===== src/rtl/ecc_enc_sequencer.sv =====
// APB-slave sequencer for the codeword encoder: holds DATA/WIDTH/RESULT/STATUS registers,
// launches one registered encoder pass per start command and captures the encoded word.
module ecc_enc_sequencer #(
   parameter int AMBA_ADDR_WIDTH = 20,
   parameter int AMBA_WORD       = 32,
   parameter int DATA_WIDTH      = 32
) (
   input  logic                       clk,
   input  logic                       rst,
   input  logic [AMBA_ADDR_WIDTH-1:0] PADDR,
   input  logic                       PSEL,
   input  logic                       PENABLE,
   input  logic                       PWRITE,
   input  logic [AMBA_WORD-1:0]       PWDATA,
   output logic [AMBA_WORD-1:0]       PRDATA,
   output logic [AMBA_WORD-1:0]       enc_data,
   output logic                       enc_small,
   output logic                       enc_medium,
   output logic                       enc_large,
   input  logic [AMBA_WORD-1:0]       enc_result,
   output logic                       busy,
   output logic                       operation_done
);

   localparam logic [4:0] ADDR_CTRL   = 5'h00;
   localparam logic [4:0] ADDR_DATA   = 5'h04;
   localparam logic [4:0] ADDR_WIDTH  = 5'h08;
   localparam logic [4:0] ADDR_RESULT = 5'h0C;
   localparam logic [4:0] ADDR_STATUS = 5'h10;
   localparam logic [1:0] WIDTH_BAD   = 2'b11;

   typedef enum logic [1:0] {IDLE, LAUNCH, CAPTURE, DONE} state_e;

   state_e                 stateQ, stateD;
   logic [DATA_WIDTH-1:0]  dataQ, dataD;
   logic [DATA_WIDTH-1:0]  dataShQ, dataShD;
   logic [1:0]             widthQ, widthD;
   logic [1:0]             widthShQ, widthShD;
   logic [AMBA_WORD-1:0]   resultQ, resultD;
   logic                   doneQ, doneD;
   logic                   errQ, errD;
   logic                   ovrQ, ovrD;

   logic [4:0] addr;
   logic       wrEn;
   logic       startReq;
   logic       canStart;
   logic       startAcc;
   logic       startValid;
   logic       unusedAddrBits;

   assign addr           = PADDR[4:0];
   assign unusedAddrBits = ^PADDR[AMBA_ADDR_WIDTH-1:5];
   assign wrEn           = PSEL & PENABLE & PWRITE;
   assign startReq       = wrEn && (addr == ADDR_CTRL) && PWDATA[0];
   // A start is only taken when no operation is in flight; DONE allows back-to-back launch.
   assign canStart       = (stateQ == IDLE) || (stateQ == DONE);
   assign startAcc       = startReq && canStart;
   assign startValid     = startAcc && (widthQ != WIDTH_BAD);

   always_ff @(posedge clk or posedge rst) begin
      if (rst) begin
         stateQ <= IDLE;
      end else begin
         stateQ <= stateD;
      end
   end

   always_comb begin
      stateD = stateQ;
      case (stateQ)
         IDLE:    if (startAcc) stateD = startValid ? LAUNCH : DONE;
         LAUNCH:  stateD = CAPTURE;
         CAPTURE: stateD = DONE;
         DONE:    if (startAcc) stateD = startValid ? LAUNCH : DONE;
                  else          stateD = IDLE;
         default: stateD = IDLE;
      endcase
   end

   always_comb begin
      busy           = 1'b0;
      operation_done = 1'b0;
      enc_small      = 1'b0;
      enc_medium     = 1'b0;
      enc_large      = 1'b0;
      case (stateQ)
         LAUNCH, CAPTURE: begin
            busy       = 1'b1;
            enc_small  = (widthShQ == 2'b00);
            enc_medium = (widthShQ == 2'b01);
            enc_large  = (widthShQ == 2'b10);
         end
         DONE:    operation_done = 1'b1;
         default: ;
      endcase
   end

   assign enc_data = AMBA_WORD'(dataShQ);

   // Register next-state: APB writes first, then sequencer events so hardware sets win over W1C.
   always_comb begin
      dataD    = dataQ;
      widthD   = widthQ;
      dataShD  = dataShQ;
      widthShD = widthShQ;
      resultD  = resultQ;
      doneD    = doneQ;
      errD     = errQ;
      ovrD     = ovrQ;
      if (wrEn) begin
         case (addr)
            ADDR_DATA:   dataD  = DATA_WIDTH'(PWDATA);
            ADDR_WIDTH:  widthD = PWDATA[1:0];
            ADDR_STATUS: begin
               if (PWDATA[1]) doneD = 1'b0;
               if (PWDATA[2]) errD  = 1'b0;
               if (PWDATA[3]) ovrD  = 1'b0;
            end
            default: ;
         endcase
      end
      if (startAcc) begin
         dataShD  = dataQ;
         widthShD = widthQ;
         if (startValid) begin
            doneD = 1'b0;
            errD  = 1'b0;
         end else begin
            errD  = 1'b1;
         end
      end
      if (startReq && !canStart) ovrD = 1'b1;
      if (stateQ == CAPTURE) resultD = enc_result;
      if (stateD == DONE) doneD = 1'b1;
   end

   always_ff @(posedge clk or posedge rst) begin
      if (rst) begin
         dataQ    <= '0;
         widthQ   <= '0;
         dataShQ  <= '0;
         widthShQ <= '0;
         resultQ  <= '0;
         doneQ    <= 1'b0;
         errQ     <= 1'b0;
         ovrQ     <= 1'b0;
      end else begin
         dataQ    <= dataD;
         widthQ   <= widthD;
         dataShQ  <= dataShD;
         widthShQ <= widthShD;
         resultQ  <= resultD;
         doneQ    <= doneD;
         errQ     <= errD;
         ovrQ     <= ovrD;
      end
   end

   always_comb begin
      PRDATA = '0;
      if (PSEL && !PWRITE) begin
         case (addr)
            ADDR_DATA:   PRDATA = AMBA_WORD'(dataQ);
            ADDR_WIDTH:  PRDATA = {{(AMBA_WORD-2){1'b0}}, widthQ};
            ADDR_RESULT: PRDATA = resultQ;
            ADDR_STATUS: PRDATA = {{(AMBA_WORD-4){1'b0}}, ovrQ, errQ, doneQ, busy};
            default:     PRDATA = '0;
         endcase
      end
   end

endmodule

===== config.mk =====
export PLATFORM = sky130hd
export DESIGN_NAME = ecc_enc_sequencer
export DESIGN_NICKNAME = d
export VERILOG_FILES = /design/src/rtl/ecc_enc_sequencer.sv
export SDC_FILE = /design/constraint.sdc
export NUM_CORES = 1
export LEC_CHECK = 0
export ABC_AREA = 1
export ABC_CLOCK_PERIOD_IN_PS = 4550
export CAP_MARGIN = 20
export CORE_MARGIN = 2
export CORE_UTILIZATION = 46
export DETAILED_ROUTE_END_ITERATION = 6
export PLACE_DENSITY = 0.9
export SLEW_MARGIN = 20
export SYNTH_ARGS = -nofsm -noshare
export SYNTH_HDL_FRONTEND = slang
export SYNTH_SLANG_ARGS = --single-unit

===== constraint.sdc =====
create_clock -name clk -period 4.55 [get_ports clk]
set_clock_uncertainty 0.05 [all_clocks]
set_input_delay 0.6825 -clock clk [delete_from_list [all_inputs] [get_ports clk]]
set_output_delay 0.6825 -clock clk [all_outputs]
set_load 0.02 [all_outputs]

Yosys cells after proc, flatten, opt, wreduce, memory -nomap -nowiden:

Index checks and enable logic that the tools add are counted.

* register bits: 105
* input port bits: 89

* equality and inequality tests: 11
* mux-type cells: 26
* bitwise operators: 2
* reductions and logical operators: 23

Operators by type and width (number)
* $pmux W32 S4: 1
* $mux W32: 1
* $mux W1: 20
* $reduce_bool A2 Y1: 6
* $eq A5 B4 Y1 const B: 2
* $eq A2 B2 Y1 const B: 4
* $pmux W2 S4: 1
* $logic_and A1 B1 Y1: 6
* $mux W2: 3
* $reduce_and A3 Y1: 2
* $eq A5 B3 Y1 const B: 1
* $eq A5 B5 Y1 const B: 1
* $logic_not A5 Y1: 1
* $eq A2 B1 Y1 const B: 2
* $logic_not A2 Y1: 2
* $reduce_and A2 Y1: 2
* $and A1 B1 Y1: 2
* $logic_not A1 Y1: 2
* $ne A2 B2 Y1 const B: 1
* $reduce_or A2 Y1: 1
* $logic_or A1 B1 Y1: 1

Logic depth before layout (Yosys ltp):

Gate-level depths: netlist of run 1.

* word-level depth: 11
* gate-level depth with buffers: 9

Least setup slack after synthesis of run 1:

No wires, ideal clock.

* path kind: input to output
* start: input port PADDR[3]
* end: output port PRDATA[22]
* arrival time: 1.690 ns
* required time: 3.818 ns
* slack: 2.128 ns
* cell stages on the path: 7
* cells stage by stage: inv_1 -> nor2_1 -> nand3_1 -> clkbuf_1 -> o22ai_1 -> inv_1 -> nor2_1

* longest elaborated chain between the ends: 3
* elaborated cells on any way between the ends: 6
* classes of those cells: 4 x eq/ne; 2 x mux

RTL lines
* from (decl): line 10 `input logic [AMBA_ADDR_WIDTH-1:0] PADDR,`
* $eq A5 B5 Y1, or another cell as far along: line 163 `case (addr)`
* $pmux W32 S4 *: line 163
* $mux W32 *: line 162 `if (PSEL && !PWRITE) begin`
* to (decl): line 15 `output logic [AMBA_WORD-1:0] PRDATA,`

Mark *: on every way between the ends. The rest lies on a longest branch, timed or not.

Final worst setup path of run 1:

* start: input port PADDR[3]
* end: output port PRDATA[13]

Same word-level chain as after synthesis.

==> results of run 1 <==
## final timing paths
path	end	slack [ns]	cells after the start
setup / recovery	PRDATA[13]	0.67	9
hold / removal	enc_data[11]	0.44	2
setup reg to reg	doneQ	2.10	10
hold reg to reg	enc_data[11]	0.44	2
max in group asynchronous	widthShQ[0]	3.01	3
min in group asynchronous	enc_data[16]	0.76	3
## logic make-up after synthesis
group / synth area share
AND/OR/NAND/NOR: 0.1527
buffers and inverters: 0.1268
flip-flops: 0.5380
adder cells (fa/ha/maj): 0.01025
AO/OA/AOI/OAI: 0.1722
## report_power, final
part / internal, mW / leakage, nW / switching [mW] / total (mW)
Combinational: 0.310 / 1.66 / 0.486 / 0.796
Sequential: 1.14 / 1.26 / 0.0777 / 1.22
Clock: 0.272 / 0.0994 / 0.324 / 0.596
## final cells by class
cell class / instances / share of cell area
clock inverters: 5 / 0.009744
multi-input cells: 325 / 0.2518
clock buffers: 10 / 0.02102
flip-flops and latches: 105 / 0.4012
inverters: 115 / 0.06630
repair buffers: 148 / 0.2239
well taps: 136 / 0.02598
## cell usage in the layout (no fill, tap or decap), types with 2 or more instances in the layout
| cell | netlist | layout |
|---|---|---|
| clkdlybuf4s50_1 | 0 | 142 |
| a21oi_2 | 28 | 28 |
| o22ai_1 | 29 | 29 |
| inv_1 | 113 | 112 |
| nand3_1 | 8 | 8 |
| inv_2 | 2 | 2 |
| o221ai_1 | 2 | 2 |
| nand2_1 | 98 | 98 |
| ha_1 | 4 | 3 |
| nor3_1 | 3 | 3 |
| clkbuf_8 | 0 | 10 |
| buf_4 | 1 | 6 |
| inv_6 | 0 | 2 |
| nor2_1 | 68 | 68 |
| o21ai_1 | 21 | 21 |
| dfrtp_1 | 105 | 105 |
| o21ai_0 | 55 | 55 |
## sequential cells by signal, indices dropped and copies added, names as in the netlist
register / flops
dataQ: 32
doneQ: 1
enc_data: 32
errQ: 1
ovrQ: 1
resultQ: 32
stateQ: 2
widthQ: 2
widthShQ: 2
## cells in the mapped netlist
library cell	number
a21oi_2	28
nand2_1	98
nor2_1	68
buf_6	10
nand3_1	8
inv_1	113
nor2_4	1
dfrtp_1	105
ha_1	4
nand4_1	1
o21ai_0	55
nand3_2	1
a21boi_0	1
o21ai_1	21
o221ai_1	2
o2bb2ai_1	1
and2_1	1
nor3_1	3
nand4_4	1
buf_4	1
clkbuf_1	18
inv_2	2
nor2_2	1
o22ai_1	29
or2_1	1
## critical path, cell delays in order
cell             delay (ns)
clkdlybuf4s50_1        0.45
inv_1                  0.08
nor2_1                 0.13
nand3_1                0.39
buf_4                  0.40
o22ai_1                0.19
inv_1                  0.07
nor2_1                 0.11
clkdlybuf4s50_1        0.63
## layer usage
layer / global-route usage / part of all wire
met4: 0.05195 / 0.0090
met1: 0.2993 / 0.45
met2: 0.3752 / 0.49
met5: 0 / 0
met3: 0.04620 / 0.056
## through the flow
step           cell area (µm²)  worst slack [ns]  utilization  hold WS, ns  total power [mW]
2_1_floorplan             4883             1.057            -       0.4088             1.706
3_3_place_gp              6337            0.7062       0.6139       0.4166             1.976
3_5_place_dp              6337            0.6811       0.6139       0.4232             2.022
4_1_cts                   6539            0.6691       0.6334       0.4458             2.617
5_1_grt                   6549            0.4851       0.6343       0.4738             2.790
6_report                  6549            0.6692       0.6343       0.4398             2.610
==> flow_metrics.tcl, run 1 <==
set metrics [dict create \
    fp.dieH_um 107.0 \
    grt_max_degree 68 \
    dp_hpwl_um 8672 \
    cts_tree "built" \
    slew_headroom 0.4469 \
    hp-class "flip-flop to flip-flop" \
    core-area_um2 10320 \
    yosys_register_bits 105 \
    dr.pass1.iters 4 \
    netlist.area_leader.share 0.5380 \
    drc 0 \
    gp_congestion 0.9154 \
    hold_viol 0 \
    avgRoutedWirePerCell_um 14.80 \
    io_buffers 142 \
    finalSetupTns_ns 0 \
    cts_max_level 3 \
    worstSetupEndpointType "primary output" \
    clk_pin_slew_ns 0.09 \
    routed_via_density 4.995 \
    ys_seq_area_frac 0.5380 \
    syn_area_um2 4883 \
    initial_core_util 0.4730 \
    cts_resized 0 \
    antenna_found_initial 0 \
    cellLeakagePower_nw 3.016 \
    yosys_warnings 0 \
    ctsHoldBuffers 0 \
    wl_um 12500 \
    gr-usage-all-layers 0.2237 \
    post_cts_buffers 0 \
    worst_pin_slew_ns 0.8296 \
    cts_buffer_depth 2 \
    clock-sinks 105 \
    clkLatencyLatePin_ns 0.36 \
    start_kind "primary input" \
    cts_inserted_buffers 9 \
    final_cell_count_no_fill 844 \
    io_pins 158 \
    rows 37 \
    rsz0062_at_grt "no" \
    die_area_um2 11460 \
    fin_crit_ns 3.881 \
    grt_overflow 0 \
    final-setup-viol-count 0 \
    maxCapViolCount 0 \
    first_global_vias 4271 \
    syn-num-nets 667 \
    yosysTopAreaCell "dfrtp_1" \
    multi_input_area_um2 1649 \
    postSynthAreaPerCell_um2 8.508 \
    regToRegStartpoint "stateQ[0]" \
    antenna_left 0 \
    min-delay-start "enc_data[11]" \
    drv_slew 0 \
    crit_type "primary input to primary output" \
    vias 4216 \
    dp.cells 829 \
    cts-root-buf "clkbuf_8" \
    synth_cell_type_count 25 \
    period_share 0.8529 \
    critPathArrivalTime_ns 3.15 \
    fillers 862 \
    max_freq_mhz 257.7 \
    die_w_um 107.0 \
    netlist_instances 574 \
    peakVddDrop_uv 256.6 \
    critPathMaxFanout 23 \
    startpoint "PADDR[3]" \
    drt_iter0_markers 241 \
    syn_to_final_growth_pct 34.10 \
    layout.nets 797 \
    crit_required_ns 3.82 \
    grt_pass1_wl_um 20510 \
    drive_above_1_share 0.08192 \
    diodes 0 \
    synth_area_leaders "dfrtp_1, inv_1, nand2_1, o21ai_0, nor2_1" \
    status "finished clean" \
    p_per_area_nw_per_um2 398.5 \
    ff_latch_area_um2 2628 \
]
Note: power is estimated with default switching activity, not from simulation.
==> inputs of run 2 (changes only) <==
- HOLD_SLACK_MARGIN: unset -> 0.02
==> results of run 2 <==
No change in the layout: final DEF, timing and power equal those of run 1.
